## src/rtl/loopyV_data_types.sv

```systemverilog
// Shared encodings for the loopyV pipeline: write-back source select,
// load funct3 codes and the width-independent MEM/WB control bundle.
package loopyV_data_types;

  typedef enum logic [1:0] {
    WB_SEL_ALU  = 2'b00,
    WB_SEL_LOAD = 2'b01,
    WB_SEL_PC4  = 2'b10,
    WB_SEL_IMM  = 2'b11
  } wb_sel_e;

  localparam logic [2:0] LB  = 3'b000;
  localparam logic [2:0] LH  = 3'b001;
  localparam logic [2:0] LW  = 3'b010;
  localparam logic [2:0] LBU = 3'b100;
  localparam logic [2:0] LHU = 3'b101;

  // Control half of the MEM/WB register; the stage wraps it together with
  // its XLEN/REG_ADDR_W-sized payload fields.
  typedef struct packed {
    logic       valid;
    logic       rd_we;
    wb_sel_e    dest_sel;
    logic [2:0] funct3;
  } memwb_ctrl_t;

endpackage

```

## src/rtl/load_align.sv

```systemverilog
// Load alignment: picks the byte/halfword addressed by addr[1:0], extends it
// to XLEN and flags accesses that are misaligned for their size.
module load_align
  import loopyV_data_types::*;
#(
  parameter int XLEN = 32
) (
  input  logic [XLEN-1:0] word,
  input  logic [1:0]      addr,
  input  logic [2:0]      funct3,
  output logic [XLEN-1:0] data,
  output logic            misaligned
);

  logic [7:0]  byte_sel;
  logic [15:0] half_sel;

  // NOTE: every output of a combinational block gets a default first, so no
  // path through the case statements can leave it unassigned and infer a latch.
  always_comb begin
    data       = '0;
    misaligned = 1'b0;

    case (addr)
      2'd0:    byte_sel = word[7:0];
      2'd1:    byte_sel = word[15:8];
      2'd2:    byte_sel = word[23:16];
      default: byte_sel = word[31:24];
    endcase
    half_sel = addr[1] ? word[31:16] : word[15:0];

    case (funct3)
      LB:  data = {{(XLEN-8){byte_sel[7]}}, byte_sel};
      LBU: data = {{(XLEN-8){1'b0}}, byte_sel};
      LH: begin
        data       = {{(XLEN-16){half_sel[15]}}, half_sel};
        misaligned = addr[0];
      end
      LHU: begin
        data       = {{(XLEN-16){1'b0}}, half_sel};
        misaligned = addr[0];
      end
      LW: begin
        data       = word;
        misaligned = (addr != 2'd0);
      end
      default: data = '0;
    endcase
  end

endmodule

```

## src/rtl/mem_wb_stage.sv

```systemverilog
// MEM/WB pipeline register with write-back source selection, load alignment
// and an optional hold register that keeps load data stable across stalls.
module mem_wb_stage
  import loopyV_data_types::*;
#(
  parameter int XLEN         = 32,
  parameter int REG_ADDR_W   = 5,
  parameter bit LOAD_HOLD_EN = 1'b1
) (
  input  logic                  clk,
  input  logic                  rst,
  input  logic                  validMEM,
  input  logic                  stallWB,
  input  logic                  flushWB,
  input  logic [REG_ADDR_W-1:0] rdAddrMEM,
  input  logic                  rdWriteEnMEM,
  input  logic [1:0]            destinationSelectMEM,
  input  logic [XLEN-1:0]       pcMEM,
  input  logic [XLEN-1:0]       rdWriteDataMEM,
  input  logic [XLEN-1:0]       dmAddrMEM,
  input  logic [2:0]            loadStoreByteSelectMEM,
  input  logic [XLEN-1:0]       dmLoadData,
  output logic                  validWB,
  output logic [REG_ADDR_W-1:0] rdAddrWB,
  output logic                  rdWriteEnWB,
  output logic [1:0]            destinationSelectWB,
  output logic [XLEN-1:0]       pcWB,
  output logic [XLEN-1:0]       dmAddrWB,
  output logic [2:0]            loadStoreByteSelectWB,
  output logic [XLEN-1:0]       rdWriteDataWB,
  output logic                  misalignedWB
);

  typedef struct packed {
    memwb_ctrl_t           ctrl;
    logic [REG_ADDR_W-1:0] rd_addr;
    logic [XLEN-1:0]       pc;
    logic [XLEN-1:0]       rd_data;
    logic [XLEN-1:0]       dm_addr;
  } memwb_t;

  localparam logic [XLEN-1:0] PC_STEP = XLEN'(4);

  memwb_t          mem_d;
  memwb_t          wb_q;
  logic [XLEN-1:0] load_word;
  logic [XLEN-1:0] load_data;
  logic            load_misaligned;
  logic            wb_is_load;

  always_comb begin
    mem_d.ctrl.valid    = validMEM;
    mem_d.ctrl.rd_we    = rdWriteEnMEM;
    mem_d.ctrl.dest_sel = wb_sel_e'(destinationSelectMEM);
    mem_d.ctrl.funct3   = loadStoreByteSelectMEM;
    mem_d.rd_addr       = rdAddrMEM;
    mem_d.pc            = pcMEM;
    mem_d.rd_data       = rdWriteDataMEM;
    mem_d.dm_addr       = dmAddrMEM;
  end

  // NOTE: sequential state is updated with non-blocking assignments so every
  // flop samples pre-edge values regardless of process evaluation order.
  always_ff @(posedge clk) begin
    if (rst) begin
      wb_q               <= '0;
      wb_q.ctrl.dest_sel <= WB_SEL_ALU;
    end else if (flushWB) begin
      // A bubble only needs valid and write-enable cleared.
      wb_q.ctrl.valid <= 1'b0;
      wb_q.ctrl.rd_we <= 1'b0;
    end else if (!stallWB) begin
      wb_q <= mem_d;
    end
  end

  assign wb_is_load = wb_q.ctrl.valid && (wb_q.ctrl.dest_sel == WB_SEL_LOAD);

  generate
    if (LOAD_HOLD_EN) begin : g_hold
      logic            held_q;
      logic [XLEN-1:0] hold_q;

      // Memory returns the load word only in the first WB cycle, so a stalled
      // load snapshots it once and replays it until the register moves on.
      always_ff @(posedge clk) begin
        if (rst) begin
          held_q <= 1'b0;
          hold_q <= '0;
        end else if (flushWB || !stallWB) begin
          held_q <= 1'b0;
        end else if (wb_is_load && !held_q) begin
          held_q <= 1'b1;
          hold_q <= dmLoadData;
        end
      end

      assign load_word = held_q ? hold_q : dmLoadData;
    end else begin : g_no_hold
      assign load_word = dmLoadData;
    end
  endgenerate

  load_align #(
    .XLEN(XLEN)
  ) u_load_align (
    .word       (load_word),
    .addr       (wb_q.dm_addr[1:0]),
    .funct3     (wb_q.ctrl.funct3),
    .data       (load_data),
    .misaligned (load_misaligned)
  );

  always_comb begin
    rdWriteDataWB = wb_q.rd_data;
    case (wb_q.ctrl.dest_sel)
      WB_SEL_LOAD: rdWriteDataWB = load_data;
      WB_SEL_PC4:  rdWriteDataWB = wb_q.pc + PC_STEP;
      default:     rdWriteDataWB = wb_q.rd_data;
    endcase
  end

  assign validWB               = wb_q.ctrl.valid;
  assign rdAddrWB              = wb_q.rd_addr;
  assign rdWriteEnWB           = wb_q.ctrl.rd_we & wb_q.ctrl.valid;
  assign destinationSelectWB   = wb_q.ctrl.dest_sel;
  assign pcWB                  = wb_q.pc;
  assign dmAddrWB              = wb_q.dm_addr;
  assign loadStoreByteSelectWB = wb_q.ctrl.funct3;
  assign misalignedWB          = wb_is_load & load_misaligned;

endmodule

```

## config.mk

```make
export PLATFORM = sky130hd
export DESIGN_NAME = mem_wb_stage
export DESIGN_NICKNAME = d
export VERILOG_FILES = /design/src/rtl/loopyV_data_types.sv /design/src/rtl/load_align.sv /design/src/rtl/mem_wb_stage.sv
export SDC_FILE = /design/constraint.sdc
export NUM_CORES = 1
export LEC_CHECK = 0
export CAP_MARGIN = 20
export CORE_MARGIN = 4
export CORE_UTILIZATION = 47
export DETAILED_ROUTE_END_ITERATION = 8
export GPL_ROUTABILITY_DRIVEN = 0
export PLACE_DENSITY = 0.94
export SLEW_MARGIN = 30
export SYNTH_ARGS = -nofsm -noshare
export SYNTH_HDL_FRONTEND = slang
export SYNTH_SLANG_ARGS = --single-unit
```

## constraint.sdc

```tcl
create_clock -name clk -period 2.4 [get_ports clk]
set_input_delay 0.48 -clock clk [delete_from_list [all_inputs] [get_ports clk]]
set_output_delay 0.48 -clock clk [all_outputs]
set_load 0.005 [all_outputs]
```

==> flow_summary.yaml <==
outcome:
  status: "finished with violations"
  violations: "setup timing"
final_layout:
  fin_cells: 1522
  areaGrowthSynthToFinish_pct: 55.2
  drive_above_1_share_pct: 24.6
  layout.nets: 1440
logic_synthesis:
  synth_seq_area_share_pct: 37.0
  yosysUniqueCellTypes: 56
  yosys_warnings: 0
  synth_simple_gate_area_share_pct: 22.0
  synthesis.area_sq_um: 7630
  yosys-mux-area-fraction_pct: 6.89
  yosys_most_used_dff: "dfxtp_1"
  synth_cells: 1003
  synth_top_family_by_area: "simple AND/OR/NAND/NOR gates"
  async_flop_share_pct: 0
  synthXorXnorAreaFrac_pct: 2.53
  synth_seq_cells: 141
  syn_area_per_cell_sq_um: 7.60
  synth_edf_count: 0
  synth-compound-area-share_pct: 19.5
  synthAdderAreaFrac_pct: 0.492
  synth_fp_nets: 1150
global_route:
  grt_busiest_layer: "met2"
  grt_overflow: 0
  grt_max_degree: 52
  grtUsageMet1_pct: 34.5
  grt_pass1_wl_um: 44100
  antenna_found_initial: 1
  grt_pass1_vias: 8600
  use_met3_pct: 9.47
  track_usage_pct: 30.6
  grtUsageMet2_pct: 52.2
placed_design:
  port_buffers: 252
  dp_cells: 1451
  dp_hpwl_um: 20500
  preCtsSetupSlack_ns: -0.965
sta:
  hold_violations: 0
  fmax_ghz: 0.347
  finalCriticalPeriod_ns: 2.88
  finClkSkew_ns: 0.00526
  drv_slew: 0
  rsz0062_at_grt: "true"
  min_period_over_period_pct: 120
  fin_ws_ns: -0.483
  slew_headroom_pct: 58.4
  tightestPinTransition_ns: 0.624
  setup_viol: 32
clocking:
  clock-sinks: 141
  cts_buffer_depth: 2
  cts_inserted_buffers: 17
  htreeDepth: 4
  postCtsHoldBufs: 0
  cts_tree: "done"
  clkSlewWorstSetupHoldPaths_ns: 0.06
  clock_latency_ns: 0.42
  cts_root_buf: "clkbuf_16"
setup_path:
  cp-end-kind: "output pin"
  required_ns: 1.92
  startpoint_type: "register"
  arrival_ns: 2.40
  reg2reg_setup_slack_ns: 0.25
  criticalPathCategory: "reg -> out"
  path_max_fanout: 8
detailed_routing:
  drt-pass1-iter-count: 7
  drtIter0Drc: 825
  via_per_inst: 5.78
  ant_nets: 0
  drc_errors: 0
  vias: 8796
  finalWirelength_um: 30100
  wl_per_cell_um: 19.8
pwr:
  power_switching_uw: 1680
  ir_drop_mv: 0.335
  powerDensity_nw_per_um2: 526
  p_int_uw: 4540
  leakage_uw: 0.00437
  combPwrFrac_pct: 20.7
  p_clk_share_pct: 39.5
  sw_frac_of_total_pct: 27.0
  seqPwrFrac_pct: 39.8
die:
  start_util_pct: 48.0
  dieArea_sq_um: 18300
  die_w_um: 135
  io_pins: 253
  fp-row-count: 46
  die_h_um: 135
  core_area_sq_um: 15900
job:
  max-cap-violations: 0
worst_hold_path:
  holdCritPathClass: "in -> reg"
synthesized netlist by cell type (12+ instances only):
| cell type | instances | area [sq um] |
|---|---|---|
| a21oi_1 | 149 | 746 |
| nand3_1 | 13 | 65.1 |
| mux2i_1 | 12 | 120 |
| buf_4 | 75 | 563 |
| xnor2_1 | 17 | 149 |
| clkbuf_1 | 55 | 206 |
| o21ai_0 | 13 | 65.1 |
| dfxtp_1 | 141 | 2820 |
| nand2_1 | 316 | 1190 |
| nor2_1 | 23 | 86.3 |
| mux2_2 | 22 | 248 |
| inv_1 | 13 | 48.8 |
power by group through the flow:
stage,Combinational (uW),Sequential [uW],Clock (uW)
4_1_cts,1220,2470,2470
5_1_grt,1360,2490,2560
3_3_place_gp,1110,2520,0
6_report,1290,2480,2460
3_5_place_dp,1130,2520,0
2_1_floorplan,477,2530,0
what timing repair did:
action	4_1_cts	5_1_grt
gates cloned	1	2
buffers inserted	31	5
pin swaps	38	33
gates resized for setup	208	43
setup endpoints to repair	33	33
stage by stage:
stage | util [%] | setup TNS (ns) | hold slack [ns] | instance area [sq um] | power [uW]
after floorplan | - | 0 | 0.433 | 7630 | 3000
after global placement | 66.9 | -22.79 | 0.438 | 10600 | 3630
after detailed placement | 66.9 | -24.74 | 0.446 | 10600 | 3660
after CTS | 73.5 | -11.11 | 0.434 | 11700 | 6160
after global routing | 74.5 | -13.54 | 0.376 | 11800 | 6400
final | 74.5 | -11.39 | 0.367 | 11800 | 6220
worst paths after layout:
kind,end,startpoint,cells past startpoint
hold reg to reg,dmAddrWB[28],dmAddrWB[28],2
hold / removal,g_hold.hold_q[7],dmLoadData[7],3
setup reg to reg,g_hold.hold_q[29],destinationSelectWB[0],7
setup / recovery,rdWriteDataWB[13],g_hold.held_q,8
area by class of cell:
| class | count | area, sq um |
|---|---|---|
| Clock inverter | 9 | 62.6 |
| Inverter | 13 | 48.8 |
| Clock buffer | 22 | 484 |
| Fill cell | 1103 | 4050 |
| Timing Repair Buffer | 415 | 3810 |
| Multi-Input combinational cell | 705 | 4330 |
| Tap cell | 216 | 270 |
| Antenna cell | 1 | 2.50 |
| Sequential cell | 141 | 2840 |
critical path: stages (launching register included):
cell      delay (ns)
dfxtp_4         0.39
mux2i_2         0.18
a311o_2         0.45
buf_6           0.15
a211oi_4        0.15
buf_6           0.18
a221oi_1        0.06
o221ai_1        0.24
buf_2           0.17
cells by family after synthesis:
family	count (synthesis)
DFF	141
AOI/OAI and AO/OA	239
muxes	41
adders and majority gates	3
and+or+nand+nor	400
xor gates and xnor gates	22
buffers and inverters	157
placed cells by master, fill, tap and decap left out, drive strengths merged, types with 4 or more instances in the layout:
cell type / instances
dfxtp: 141
nand3: 13
nand2b: 6
o221ai: 7
nor2: 23
a211oi: 4
a32oi: 6
mux2i: 12
clkinv: 4
and4: 5
a2bb2oi: 5
o211ai: 8
a221oi: 8
inv: 14
nor3: 9
clkdlybuf4s50: 214
o21ai: 14
nand4: 6
buf: 192
a21o: 5
mux2: 22
and2: 4
a21oi: 149
xnor2: 17
clkbuf: 27
mux4: 7
nand2: 316
a22oi: 7
clkinvlp: 4
o31ai: 11
xor2: 5
layer usage:
layer  share of wire [%]  up-vias
met5                   0        -
met4                 6.8        0
met3                 9.9      191
met2                  47      613
met1                  36     4075
li1                    -     3917
registers in the layout (all words and copies together) (netlist names):
name / count
wb_q: 33
dmAddrWB: 32
g_hold.hold_q: 32
pcWB: 32
rdAddrWB: 5
loadStoreByteSelectWB: 3
destinationSelectWB: 2
g_hold.held_q: 1
validWB: 1
Power figures use the tool's default switching activity.
